### src/rtl/lcd_pkg.sv
// Shared definitions for the io_lcd byte sequencer: FSM encodings, io_lcd field positions,
// the HD44780 power-up command table and the opcodes that need the long execution wait.
package lcd_pkg;

   typedef logic [2:0] lcd_state_t;

   localparam lcd_state_t ST_POWERUP = 3'd0;
   localparam lcd_state_t ST_LOAD    = 3'd1;
   localparam lcd_state_t ST_SETUP   = 3'd2;
   localparam lcd_state_t ST_PULSE   = 3'd3;
   localparam lcd_state_t ST_HOLD    = 3'd4;
   localparam lcd_state_t ST_EXEC    = 3'd5;

   localparam int LCD_ON_BIT = 31;
   localparam int LCD_RS_BIT = 10;
   localparam int LCD_RW_BIT = 9;
   localparam int LCD_EN_BIT = 8;

   localparam int         REQ_W         = 9;
   localparam logic [7:0] INIT_FUNC_SET = 8'h38;
   localparam logic [7:0] INIT_DISP_ON  = 8'h0C;
   localparam logic [7:0] INIT_CLEAR    = 8'h01;
   localparam logic [7:0] INIT_ENTRY    = 8'h06;

   localparam logic [7:0] OP_CLEAR = 8'h01;
   localparam logic [7:0] OP_HOME  = 8'h02;

   function automatic logic [7:0] init_byte(input logic [1:0] idx);
      case (idx)
         2'd0:    return INIT_FUNC_SET;
         2'd1:    return INIT_DISP_ON;
         2'd2:    return INIT_CLEAR;
         2'd3:    return INIT_ENTRY;
         default: return INIT_FUNC_SET;
      endcase
   endfunction

   // Clear and home are the only commands that need the long execution wait.
   function automatic logic needs_long_exec(input logic rs, input logic [7:0] data);
      return !rs && ((data == OP_CLEAR) || (data == OP_HOME));
   endfunction

   function automatic int max_int(input int a, input int b);
      return (a > b) ? a : b;
   endfunction

endpackage

### src/rtl/sync_fifo.sv
// Single-clock request FIFO with first-word-fall-through read; DEPTH must be a power of 2.
module sync_fifo #(
   parameter int WIDTH = 9,
   parameter int DEPTH = 8
) (
   input  logic             clk,
   input  logic             rst,
   input  logic             push,
   input  logic [WIDTH-1:0] wdata,
   input  logic             pop,
   output logic             full,
   output logic             empty,
   output logic [WIDTH-1:0] rdata
);

   localparam int             PTR_W   = $clog2(DEPTH);
   localparam logic [PTR_W:0] PTR_ONE = (PTR_W + 1)'(1);

   logic [WIDTH-1:0] mem_r [DEPTH];
   logic [PTR_W:0]   wr_ptr_r;
   logic [PTR_W:0]   rd_ptr_r;

   // Storage write; the pointer MSB is a wrap flag so full and empty stay distinct.
   always_ff @(posedge clk) begin
      if (push && !full) begin
         mem_r[wr_ptr_r[PTR_W-1:0]] <= wdata;
      end
   end

   // Read and write pointers.
   always_ff @(posedge clk) begin
      if (rst) begin
         wr_ptr_r <= '0;
         rd_ptr_r <= '0;
      end else begin
         if (push && !full) begin
            wr_ptr_r <= wr_ptr_r + PTR_ONE;
         end
         if (pop && !empty) begin
            rd_ptr_r <= rd_ptr_r + PTR_ONE;
         end
      end
   end

   assign empty = (wr_ptr_r == rd_ptr_r);
   assign full  = (wr_ptr_r[PTR_W] != rd_ptr_r[PTR_W]) &&
                  (wr_ptr_r[PTR_W-1:0] == rd_ptr_r[PTR_W-1:0]);
   assign rdata = mem_r[rd_ptr_r[PTR_W-1:0]];

endmodule

### src/rtl/lcd_cmd_sequencer.sv
// Queues CPU command/data bytes and replays them onto io_lcd with HD44780 bus timing.
// Define LCD_INIT_SEQ_EN to include the power-up wait and the built-in init table.
module lcd_cmd_sequencer #(
   parameter int POWERUP_CYCLES = 750000,
   parameter int SETUP_CYCLES   = 2,
   parameter int EN_CYCLES      = 12,
   parameter int EXEC_CYCLES    = 2000,
   parameter int CLEAR_CYCLES   = 82000,
   parameter int FIFO_DEPTH     = 8
) (
   input  logic        clk,
   input  logic        rst,
   input  logic        req_valid,
   output logic        req_ready,
   input  logic        req_rs,
   input  logic [7:0]  req_data,
   output logic        busy,
   output logic [31:0] io_lcd
);

   import lcd_pkg::*;

   localparam int CNT_MAX = max_int(max_int(POWERUP_CYCLES, CLEAR_CYCLES),
                                    max_int(max_int(EXEC_CYCLES, EN_CYCLES), SETUP_CYCLES));
   localparam int               CNT_W   = $clog2(CNT_MAX + 1);
   localparam logic [CNT_W-1:0] CNT_ONE = CNT_W'(1);

`ifdef LCD_INIT_SEQ_EN
   localparam lcd_state_t       RESET_STATE = ST_POWERUP;
   localparam logic [CNT_W-1:0] RESET_CNT   = CNT_W'(POWERUP_CYCLES);
`else
   localparam lcd_state_t       RESET_STATE = ST_LOAD;
   localparam logic [CNT_W-1:0] RESET_CNT   = CNT_ONE;
`endif

   lcd_state_t       state_r;
   logic [CNT_W-1:0] cnt_r;
   logic             on_r;
   logic             rs_r;
   logic             en_r;
   logic [7:0]       data_r;
   logic             long_exec_r;

   logic             push_s;
   logic             pop_s;
   logic             load_s;
   logic             next_rs_s;
   logic [7:0]       next_data_s;
   logic             fifo_full_s;
   logic             fifo_empty_s;
   logic [REQ_W-1:0] fifo_rdata_s;

`ifdef LCD_INIT_SEQ_EN
   logic [2:0] init_idx_r;
   logic       init_done_s;

   assign init_done_s = init_idx_r[2];

   // Init-table cursor; parks at 4 once the whole table has been issued.
   always_ff @(posedge clk) begin
      if (rst) begin
         init_idx_r <= 3'd0;
      end else if ((state_r == ST_LOAD) && !init_done_s) begin
         init_idx_r <= init_idx_r + 3'd1;
      end else begin
         init_idx_r <= init_idx_r;
      end
   end
`endif

   assign req_ready = !fifo_full_s && !rst;
   assign push_s    = req_valid && req_ready;
   assign busy      = rst || (state_r != ST_LOAD) || !fifo_empty_s;

   sync_fifo #(
      .WIDTH (REQ_W),
      .DEPTH (FIFO_DEPTH)
   ) u_fifo (
      .clk   (clk),
      .rst   (rst),
      .push  (push_s),
      .wdata ({req_rs, req_data}),
      .pop   (pop_s),
      .full  (fifo_full_s),
      .empty (fifo_empty_s),
      .rdata (fifo_rdata_s)
   );

   // Byte source for the LOAD step: init table first, then the FIFO head.
   always_comb begin
      load_s      = 1'b0;
      pop_s       = 1'b0;
      next_rs_s   = 1'b0;
      next_data_s = 8'h00;
      if (state_r != ST_LOAD) begin
         load_s = 1'b0;
      end
`ifdef LCD_INIT_SEQ_EN
      else if (!init_done_s) begin
         load_s      = 1'b1;
         next_data_s = init_byte(init_idx_r[1:0]);
      end
`endif
      else if (!fifo_empty_s) begin
         load_s      = 1'b1;
         pop_s       = 1'b1;
         next_rs_s   = fifo_rdata_s[8];
         next_data_s = fifo_rdata_s[7:0];
      end else begin
         load_s = 1'b0;
      end
   end

   // Bus-cycle FSM; every timed state reloads cnt_r on entry and leaves when it reaches 1.
   always_ff @(posedge clk) begin
      if (rst) begin
         state_r     <= RESET_STATE;
         cnt_r       <= RESET_CNT;
         on_r        <= 1'b0;
         rs_r        <= 1'b0;
         en_r        <= 1'b0;
         data_r      <= 8'h00;
         long_exec_r <= 1'b0;
      end else begin
         on_r <= 1'b1;
         case (state_r)
`ifdef LCD_INIT_SEQ_EN
            ST_POWERUP: begin
               if (cnt_r == CNT_ONE) state_r <= ST_LOAD;
               else                  cnt_r   <= cnt_r - CNT_ONE;
            end
`endif
            ST_LOAD: begin
               if (load_s) begin
                  rs_r        <= next_rs_s;
                  data_r      <= next_data_s;
                  long_exec_r <= needs_long_exec(next_rs_s, next_data_s);
                  state_r     <= ST_SETUP;
                  cnt_r       <= CNT_W'(SETUP_CYCLES);
               end
            end
            ST_SETUP: begin
               if (cnt_r == CNT_ONE) begin
                  state_r <= ST_PULSE;
                  cnt_r   <= CNT_W'(EN_CYCLES);
                  en_r    <= 1'b1;
               end else begin
                  cnt_r <= cnt_r - CNT_ONE;
               end
            end
            ST_PULSE: begin
               if (cnt_r == CNT_ONE) begin
                  state_r <= ST_HOLD;
                  cnt_r   <= CNT_W'(SETUP_CYCLES);
                  en_r    <= 1'b0;
               end else begin
                  cnt_r <= cnt_r - CNT_ONE;
               end
            end
            ST_HOLD: begin
               if (cnt_r == CNT_ONE) begin
                  state_r <= ST_EXEC;
                  cnt_r   <= long_exec_r ? CNT_W'(CLEAR_CYCLES) : CNT_W'(EXEC_CYCLES);
               end else begin
                  cnt_r <= cnt_r - CNT_ONE;
               end
            end
            ST_EXEC: begin
               if (cnt_r == CNT_ONE) state_r <= ST_LOAD;
               else                  cnt_r   <= cnt_r - CNT_ONE;
            end
            default: begin
               state_r <= RESET_STATE;
               cnt_r   <= RESET_CNT;
               en_r    <= 1'b0;
            end
         endcase
      end
   end

   // io_lcd field packing; RW is tied low since the busy flag is never read back.
   always_comb begin
      io_lcd             = 32'h0000_0000;
      io_lcd[LCD_ON_BIT] = on_r;
      io_lcd[LCD_RS_BIT] = rs_r;
      io_lcd[LCD_RW_BIT] = 1'b0;
      io_lcd[LCD_EN_BIT] = en_r;
      io_lcd[7:0]        = data_r;
   end

endmodule

### config.mk
export PLATFORM = sky130hd
export DESIGN_NAME = lcd_cmd_sequencer
export DESIGN_NICKNAME = d
export VERILOG_FILES = /design/src/rtl/lcd_pkg.sv /design/src/rtl/sync_fifo.sv /design/src/rtl/lcd_cmd_sequencer.sv
export SDC_FILE = /design/constraint.sdc
export NUM_CORES = 1
export LEC_CHECK = 0
export CAP_MARGIN = 20
export CORE_MARGIN = 4
export CORE_UTILIZATION = 55
export DETAILED_ROUTE_END_ITERATION = 12
export PLACE_DENSITY = 0.76
export SYNTH_ARGS = -nofsm -noshare
export SYNTH_HDL_FRONTEND = slang
export SYNTH_HIERARCHICAL = 1
export SYNTH_SLANG_ARGS = --single-unit
### constraint.sdc
create_clock -name clk -period 3.96 [get_ports clk]
set_input_delay 1.188 -clock clk [delete_from_list [all_inputs] [get_ports clk]]
set_output_delay 1.188 -clock clk [all_outputs]
set_load 0.01 [all_outputs]
### Word-level counts from Yosys, hierarchy flattened

Memories as Yosys holds them, arrays and structs flattened. A register that Yosys moved wholly into a read port is not among the register bits.
Index checks and enable logic that the tools add are counted.
W data, S select, Z words.

* mux-type cells: 27
* equal/unequal tests: 18
* add/subtract/negate cells: 3
* bitwise gates (word level): 1
* reductions and logical operators: 18

Operators by type and width (count)
* $mux W20: 5
* $pmux W20 S5: 1
* $mux W3: 7
* $eq A20 B1 Y1 const B: 1
* $sub A20 B1 Y20 const B: 1
* $mux W17: 1
* $mux W8: 2
* $pmux W3 S5: 1
* $ne A2 B2 Y1 const B: 5
* $mux W1: 9
* $add A4 B1 Y4 const B: 2
* $eq A8 B1 Y1 const B: 1
* $eq A8 B2 Y1 const B: 1
* $eq A3 B2 Y1 const B: 2
* $eq A3 B3 Y1 const B: 2
* $logic_and A1 B1 Y1: 6
* $reduce_and A5 Y1: 1
* $eq A4 B4 Y1: 1
* $logic_not A1 Y1: 4
* $reduce_and A2 Y1: 2
* $eq A3 B1 Y1 const B: 1
* $eq A3 B3 Y1: 1
* $logic_or A1 B1 Y1: 3
* $ne A3 B1 Y1 const B: 1
* other kinds (6): 6

* bits in writable memories: 72
* output and inout port bits: 34
* register bits: 43
* memories: 1
* bits of input ports: 12

Memory list
* u_fifo.mem_r: depth 8, width 9, read ports 1, clocked after Yosys merged registers in 1, write ports 1, RTL line sync_fifo.sv:19 `logic [WIDTH-1:0] mem_r [DEPTH];`

### Longest topological paths before layout

Gate-level depths: netlist (run 1).

* word-level depth: 8
* mapped depth: 11
* gate-level depth less buffers: 9

### Modules after synthesis

Netlist (run 1), hierarchy kept.

By module, submodules not included
* sync_fifo: area each 3468.3 µm², times used 1, cells an instance 188
* lcd_cmd_sequencer: area each 2148.3 µm², times used 1, cells an instance 280

### Worst setup path after synthesis (run 1)

OpenSTA, ideal clock, no wires.

* kind: input to register
* start: in rst
* end: mem u_fifo.mem_r[3][0], enable pin
* arrival: 2990 ps
* required time: 3557 ps
* setup slack: 568 ps
* setup time: 403 ps
* stages: 5
* cells stage by stage: clkbuf_1 -> nor2_1 -> and2_1 -> nand2_1 -> nor4b_1

* word-level cells in the longest chain between the ends: 6

RTL lines
* from (decl): RTL line lcd_cmd_sequencer.sv:12 `input logic rst,`
* $logic_not A1 Y1: RTL line lcd_cmd_sequencer.sv:71 `assign req_ready = !fifo_full_s && !rst;`
* $logic_and A1 B1 Y1: RTL line lcd_cmd_sequencer.sv:71
* via req_ready: RTL line lcd_cmd_sequencer.sv:14 `output logic req_ready,`
* $logic_and A1 B1 Y1: RTL line lcd_cmd_sequencer.sv:72 `assign push_s = req_valid && req_ready;`
* via push_s: RTL line lcd_cmd_sequencer.sv:44 `logic push_s;`
* $logic_and A1 B1 Y1: RTL line sync_fifo.sv:25 `if (push && !full) begin`
* $mux W1: RTL line sync_fifo.sv:25
* $mux W1 (implied by the code): RTL line sync_fifo.sv:26 `mem_r[wr_ptr_r[PTR_W-1:0]] <= wdata;`
* to (decl): RTL line sync_fifo.sv:19

The timed path passes the listed nets, and every way through them passes these cells.

### Worst setup path after layout (run 1)

* start: reg u_fifo.wr_ptr_r[2]
* end: out busy

* word-level cells in the longest chain between the ends: 3

RTL lines
* from (decl): RTL line sync_fifo.sv:20 `logic [PTR_W:0] wr_ptr_r;`
* from (signal assigned): RTL line sync_fifo.sv:37 `wr_ptr_r <= wr_ptr_r + PTR_ONE;`
* $eq A4 B4 Y1: RTL line sync_fifo.sv:45 `assign empty = (wr_ptr_r == rd_ptr_r);`
* via fifo_empty_s: RTL line lcd_cmd_sequencer.sv:50 `logic fifo_empty_s;`
* $logic_not A1 Y1: RTL line lcd_cmd_sequencer.sv:73 `assign busy = rst || (state_r != ST_LOAD) || !fifo_empty_s;`
* $logic_or A1 B1 Y1: RTL line lcd_cmd_sequencer.sv:73
* to (decl): RTL line lcd_cmd_sequencer.sv:17 `output logic busy,`

The timed path passes the listed nets, and every way through them passes these cells.

==> flow_metrics.tcl, run 1 <==
set metrics [dict create \
    track_usage_pct 21.3 \
    via_per_inst 5.96 \
    layout_commonest_cell "edfxtp_1" \
    ys.flop_type "edfxtp_1" \
    drc 0 \
    cts_tree "done" \
    max-cap-violations 0 \
    pwr-share-seq_pct 35.3 \
    antenna_left 0 \
    post_cts_resized 0 \
    numPortBuffers 24 \
    place_inst 608 \
    min_path_cells 2 \
    wl_mm 11.6 \
    finalCriticalPeriod_ns 3.70 \
    ios 46 \
    core.rowCount 36 \
    first_pass_iters 5 \
    cp_top_family "simple AND/OR/NAND/NOR gates" \
    synth-xor-area-share_pct 1.72 \
    p_leak_nw 2.29 \
    synth_fa_ha_area_share_pct 0.891 \
    cts_buffers 17 \
    synth_top_cell_by_area "edfxtp_1" \
    postSynthCellCount 468 \
    sw_frac_of_total_pct 32.7 \
    worstSetupEndpointType "output pin" \
    arrival_ns 2.51 \
    whs_ns 0.453 \
    slew_viol_final 0 \
    grt_pass1_vias 3696 \
    worstPathCellList "xnor2_1 > nand3_1 > nor2_1 > nand4_1 > clkdlybuf4s50_1" \
    hold_violations 0 \
    r2r_cells 9 \
    dieArea_um2 11900 \
    clk_latency_ns 0.52 \
    muxShareOfSynthArea_pct 11.1 \
    final_util_pct 66.1 \
    r2r-end "u_fifo/rd_ptr_r[2]$_SDFFE_PP0P_" \
    dpl_cell_area_um2 5900 \
    cts_root_buf "clkbuf_8" \
    cp_max_fo 12 \
    drive_gt1_share_pct 19.3 \
    die_h_um 109 \
    num_antenna_cells 0 \
    holdPathEnd "data_r[6]$_SDFFE_PP0P_" \
    grt_max_degree 31 \
    synth_area_leaders "edfxtp_1 38%, dfxtp_1 16%, mux4_2 7.2%" \
    cp-startpoint "u_fifo/wr_ptr_r[2]$_SDFFE_PP0P_" \
    avgSynthCellArea_um2 12.0 \
    grt_pass1_wl_mm 18.8 \
    die-width_um 109 \
    antenna_found_initial 0 \
    rsz0062_at_grt "no" \
    status "completed" \
    async_flop_share_pct 0 \
    synth_top_area_share_pct 38.5 \
    required_ns 2.77 \
    cts_setup_buffers 0 \
    vias 3814 \
    avgRoutedWirePerCell_um 18.1 \
    min_period_over_period_pct 93.4 \
    skew_ns 0.00707 \
    fmax_ghz 0.270 \
    finalWeightedCongestion 0.873 \
    worst_pin_slew_ns 0.908 \
    hold_class "flop to flop" \
    p_per_area_nw_per_um2 626 \
    p_int_mw 2.75 \
    hold_start "data_r[6]$_SDFFE_PP0P_" \
    clock_sink_count 118 \
    power.switching_mw 1.34 \
    fin_area_um2 6520 \
    path_buf_inv 1 \
    path_clk_slew_ns 0.06 \
    reg2reg_from "u_fifo/wr_ptr_r[2]$_SDFFE_PP0P_" \
    slew_headroom_pct 39.4 \
    grt-ovfl-total 0 \
    synth_edf_count 72 \
    crit_type "flop to output pin" \
    dp_hpwl_mm 7.52 \
    syn-cell-area_um2 5620 \
    fin_cells 640 \
    ys_warn_count 6 \
    clockBufferDepth 2 \
    clkPwrFrac_pct 38.7 \
    area_delta_synth_final_pct 16.2 \
    ys_seq_area_share_pct 54.9 \
    start_util_pct 56.9 \
    irDropWorstVdd_v 0.000280 \
    combPwrFrac_pct 26.0 \
    postCtsHoldBufs 0 \
    most-common-layout-cells "72 x edfxtp_1, 48 x nand2_1, 46 x dfxtp_1, 29 x a21oi_1" \
    critPathSlowestCell "clkdlybuf4s50_1" \
    synth-seq-cells 118 \
    synth-simple-area-share_pct 15.3 \
    drt-initial-drc-count 273 \
    synth-compound-area-share_pct 10.0 \
    ys_types 71 \
    setup_viol 0 \
    finalSetupTns_ns 0 \
    core_area_um2 9860 \
    h-tree-depth 4 \
    cp_slowest_stage_delay_ns 0.51 \
    crit_path_start_kind "flop" \
    synth_top_family_by_area "simple AND/OR/NAND/NOR gates" \
    r2r_setup_slack_ns 0.66 \
    nets 510 \
]
## synth_stat cells (all sizes together) (3+ instances only)
| library cell | number |
|---|---|
| edfxtp | 72 |
| nand2 | 49 |
| dfxtp | 46 |
| buf | 38 |
| a21oi | 30 |
| nor2 | 25 |
| mux4 | 18 |
| o21ai | 17 |
| mux2 | 16 |
| nor3 | 16 |
| clkbuf | 11 |
| nand3 | 10 |
| nor4 | 10 |
| nand2b | 8 |
| nor2b | 8 |
| xor2 | 7 |
| a31oi | 6 |
| inv | 6 |
| nor3b | 5 |
| or4 | 5 |
| a41oi | 4 |
| ha | 4 |
| mux2i | 4 |
| nand3b | 4 |
| nand4 | 4 |
| nor4b | 4 |
| o31ai | 4 |
| or3 | 4 |
| xnor2 | 4 |
| or2 | 3 |
## metal layers
| layer | global-route usage, % | vias up | routed length [um] |
|---|---|---|---|
| met5 | 0 | - | 0 |
| met4 | 8.30 | 0 | 204 |
| met3 | 5.98 | 24 | 694 |
| met2 | 33.6 | 151 | 5490 |
| met1 | 28.0 | 1844 | 5190 |
| li1 | - | 1795 | - |
## area by class of cell
type | count | area, um^2
fill | 700 | 3340
sequential | 118 | 3080
multi-input combinational | 315 | 2310
clock buffer | 20 | 455
timing repair buffer | 36 | 325
tap | 133 | 166
clock inverter | 12 | 165
inverter | 6 | 22.5
## how the worst max path moves through the flow
stage / end / cells after the start
after global routing: busy / 5
after CTS: busy / 5
after floorplan: u_fifo/mem_r[3][0]$_DFFE_PP_ / 5
final: busy / 5
after global placement: busy / 4
after detailed placement: busy / 4
## power groups by stage
stage | combinational, mW | clock, mW | sequential [mW]
after floorplan | 0.849 | 0 | 1.44
after global placement | 1.03 | 0 | 1.46
after detailed placement | 1.04 | 0 | 1.47
after CTS | 1.05 | 1.60 | 1.44
after global routing | 1.17 | 1.67 | 1.45
final | 1.06 | 1.58 | 1.44
## metrics by stage
step                power (mW)  setup slack, ns
global placement          2.49            0.643
finish                    4.09            0.262
detailed placement        2.50            0.621
floorplan                 2.29            0.568
CTS                       4.09            0.272
global route              4.29            0.123
## cell families after synthesis
| logic type | after synthesis |
|---|---|
| DFF | 118 |
| other | 1 |
| and+or+nand+nor | 158 |
| xor gates and xnor gates | 11 |
| AOI/OAI and AO/OA | 83 |
| buffers and inverters | 55 |
| muxes | 38 |
| adders and majority gates | 4 |
## flip-flops by register name, indices dropped and copies added, names as in the netlist, named ones only
signal / cells
u_fifo/mem_r: 72
cnt_r: 20
data_r: 8
u_fifo/rd_ptr_r: 4
u_fifo/wr_ptr_r: 4
state_r: 3
en_r: 1
long_exec_r: 1
on_r: 1
rs_r: 1
## worst min-delay path, stage by stage (launching register included)
cell	delay, ns
dfxtp_1	0.31
nand2_1	0.05
a21oi_1	0.05
Note: power is estimated with default switching activity, not from simulation.
==> run 2, diff against run 1 <==
--- a/config.mk
+++ b/config.mk
@@ -5,7 +5,7 @@
 export SDC_FILE = /design/constraint.sdc
 export NUM_CORES = 1
 export LEC_CHECK = 0
-export CAP_MARGIN = 20
+export CORE_ASPECT_RATIO = 0.9
 export CORE_MARGIN = 4
 export CORE_UTILIZATION = 55
 export DETAILED_ROUTE_END_ITERATION = 12
==> run 2 against run 1 <==
Global-route usage shrank 1.2 points. Via count shrank 1.3%. Combinational power is essentially flat. Largest power group is now sequential cells. Clock skew shrank 0.0019 ns. Sequential power is essentially flat. Total power shrank 4.4%. Core utilization shrank 0.49 points. Die area is essentially flat. Critical path type unchanged. Register-to-register slack gained 0.24 ns.
==> flow_metrics.tcl, run 2 (synthesis gave the netlist of run 1 again) <==
set metrics [dict create \
    fill_cells 727 \
    grt-ovfl-total 0 \
    layout_commonest_cell "edfxtp_1" \
    cts_buffers 17 \
    numPortBuffers 24 \
    hold_violations 0 \
    critPathSlowestCell "dfxtp_1" \
    r2r_cells 10 \
    r2r_setup_slack_ns 0.90 \
    die-width_um 115 \
    min_period_over_period_pct 94.1 \
    clock_sink_count 118 \
    required_ns 2.77 \
    register_area_um2 3080 \
    num_antenna_cells 0 \
    grt_max_degree 31 \
    slew_headroom_pct 38.1 \
    track_usage_pct 20.1 \
    worstSetupEndpointType "output pin" \
    antenna_left 0 \
    status "completed" \
    nets 510 \
    crit_type "flop to output pin" \
    core.rowCount 34 \
    max-cap-violations 0 \
    largest_register_ffs 72 \
    irDropWorstVdd_v 0.000442 \
    avgRoutedWirePerCell_um 18.0 \
    die_h_um 104 \
    p_per_area_nw_per_um2 606 \
    holdPathEnd "data_r[2]$_SDFFE_PP0P_" \
    dp_hpwl_mm 7.57 \
    dieArea_um2 11900 \
    vias 3765 \
    total_power_mw 3.91 \
    hold_class "flop to flop" \
    worst_pin_slew_ns 0.928 \
    setup_viol 0 \
    via_per_inst 5.95 \
    cp_top_family "simple AND/OR/NAND/NOR gates" \
    reg2reg_from "u_fifo/wr_ptr_r[2]$_SDFFE_PP0P_" \
    grt_pass1_vias 3679 \
    finalWeightedCongestion 0.887 \
    drive_gt1_share_pct 19.1 \
    finalCriticalPeriod_ns 3.73 \
    slew_viol_final 0 \
    antenna_found_initial 0 \
    cts_root_buf "clkbuf_16" \
    worstPathCellList "xor2_1 > nor4_4 > nor2_1 > clkdlybuf4s50_1" \
    path_clk_slew_ns 0.06 \
    grt_pass1_wl_mm 18.6 \
    most-common-layout-cells "72 x edfxtp_1, 48 x nand2_1, 46 x dfxtp_1, 29 x a21oi_1" \
    first_pass_iters 5 \
    path_buf_inv 1 \
    finalSetupTns_ns 0 \
    drc 0 \
    fin_cells 633 \
    min_path_cells 2 \
    cts_setup_buffers 0 \
    start_util_pct 57.2 \
    cp_slowest_stage_delay_ns 0.62 \
    p_leak_nw 2.25 \
    arrival_ns 2.54 \
    rsz0062_at_grt "no" \
    clk_latency_ns 0.41 \
    ios 46 \
    multi_input_area_um2 2310 \
    cp_max_fo 12 \
    h-tree-depth 4 \
    cts_tree "done" \
    drt-initial-drc-count 342 \
    hold_start "data_r[2]$_SDFFE_PP0P_" \
    core_area_um2 9830 \
    crit_path_start_kind "flop" \
    wl_mm 11.4 \
    clockBufferDepth 2 \
    fmax_ghz 0.268 \
    skew_ns 0.00519 \
    place_inst 601 \
    area_delta_synth_final_pct 14.9 \
]
## run 2: changes by cell type in the layout (fill, tap and decap cells not counted), sizes merged
cell,delta
clkinv,+5
clkinvlp,-1
bufinv,-3
clkbuf,-3
inv,+2
## run 2: per-layer routing
metal  track usage [%]  share of wire [%]  up-vias
met5                 0                  0        -
met4              6.96                1.5        0
met3              5.93                6.9       17
met2              30.3                 47      142
met1              27.7                 45     1825
li1                  -                  -     1781
## run 2: worst reg2reg max path, stage by stage (launching register included)
cell      delay [ns]
dfxtp_1         0.62
xnor2_1         0.24
nand3_1         0.16
nor2_1          0.09
nor3b_1         0.20
buf_4           0.16
nand2b_1        0.28
inv_1           0.45
nand2_1         0.11
a41oi_1         0.27
mux2_2          0.37
## run 2: area by class of cell
cell class | instances | share of cell area (%)
timing repair buffer | 36 | 5.04
inverter | 6 | 0.349
clock buffer | 17 | 6.59
sequential | 118 | 47.8
multi-input combinational | 315 | 35.9
tap | 126 | 2.44
clock inverter | 15 | 1.90
## run 2: stage by stage
step                      utilization (%)  hold WS, ns  area, um^2  setup WS (ns)
after floorplan                         -        0.437        5690          0.568
after global placement               60.0        0.446        5890          0.583
after detailed placement             60.0        0.446        5890          0.466
after CTS                            65.6        0.454        6450          0.243
after global routing                 65.6        0.488        6450         0.0881
final                                65.6        0.455        6450          0.234
## run 2: worst max path at each step
stage,endpoint,slack (ns),cells past startpoint,from
after global routing,req_ready,0.09,4,u_fifo/wr_ptr_r[2]$_SDFFE_PP0P_
after CTS,req_ready,0.24,4,u_fifo/wr_ptr_r[2]$_SDFFE_PP0P_
after floorplan,u_fifo/mem_r[3][0]$_DFFE_PP_,0.57,5,rst
after detailed placement,req_ready,0.47,4,u_fifo/wr_ptr_r[2]$_SDFFE_PP0P_
final,req_ready,0.23,4,u_fifo/wr_ptr_r[2]$_SDFFE_PP0P_
after global placement,req_ready,0.58,4,u_fifo/wr_ptr_r[2]$_SDFFE_PP0P_
## run 2: timing repair
action / in CTS / in global routing
endpoints found under the hold margin: 0 / 0
gates resized for setup: 1 / 0
hold buffers: 0 / 0
endpoints found under the setup margin: 1 / 0
## run 2: report_power, final
part | switching (mW) | internal, mW
combinational | 0.697 | 0.365
sequential | 0.0766 | 1.37
clock | 0.587 | 0.813
total | 1.36 | 2.55
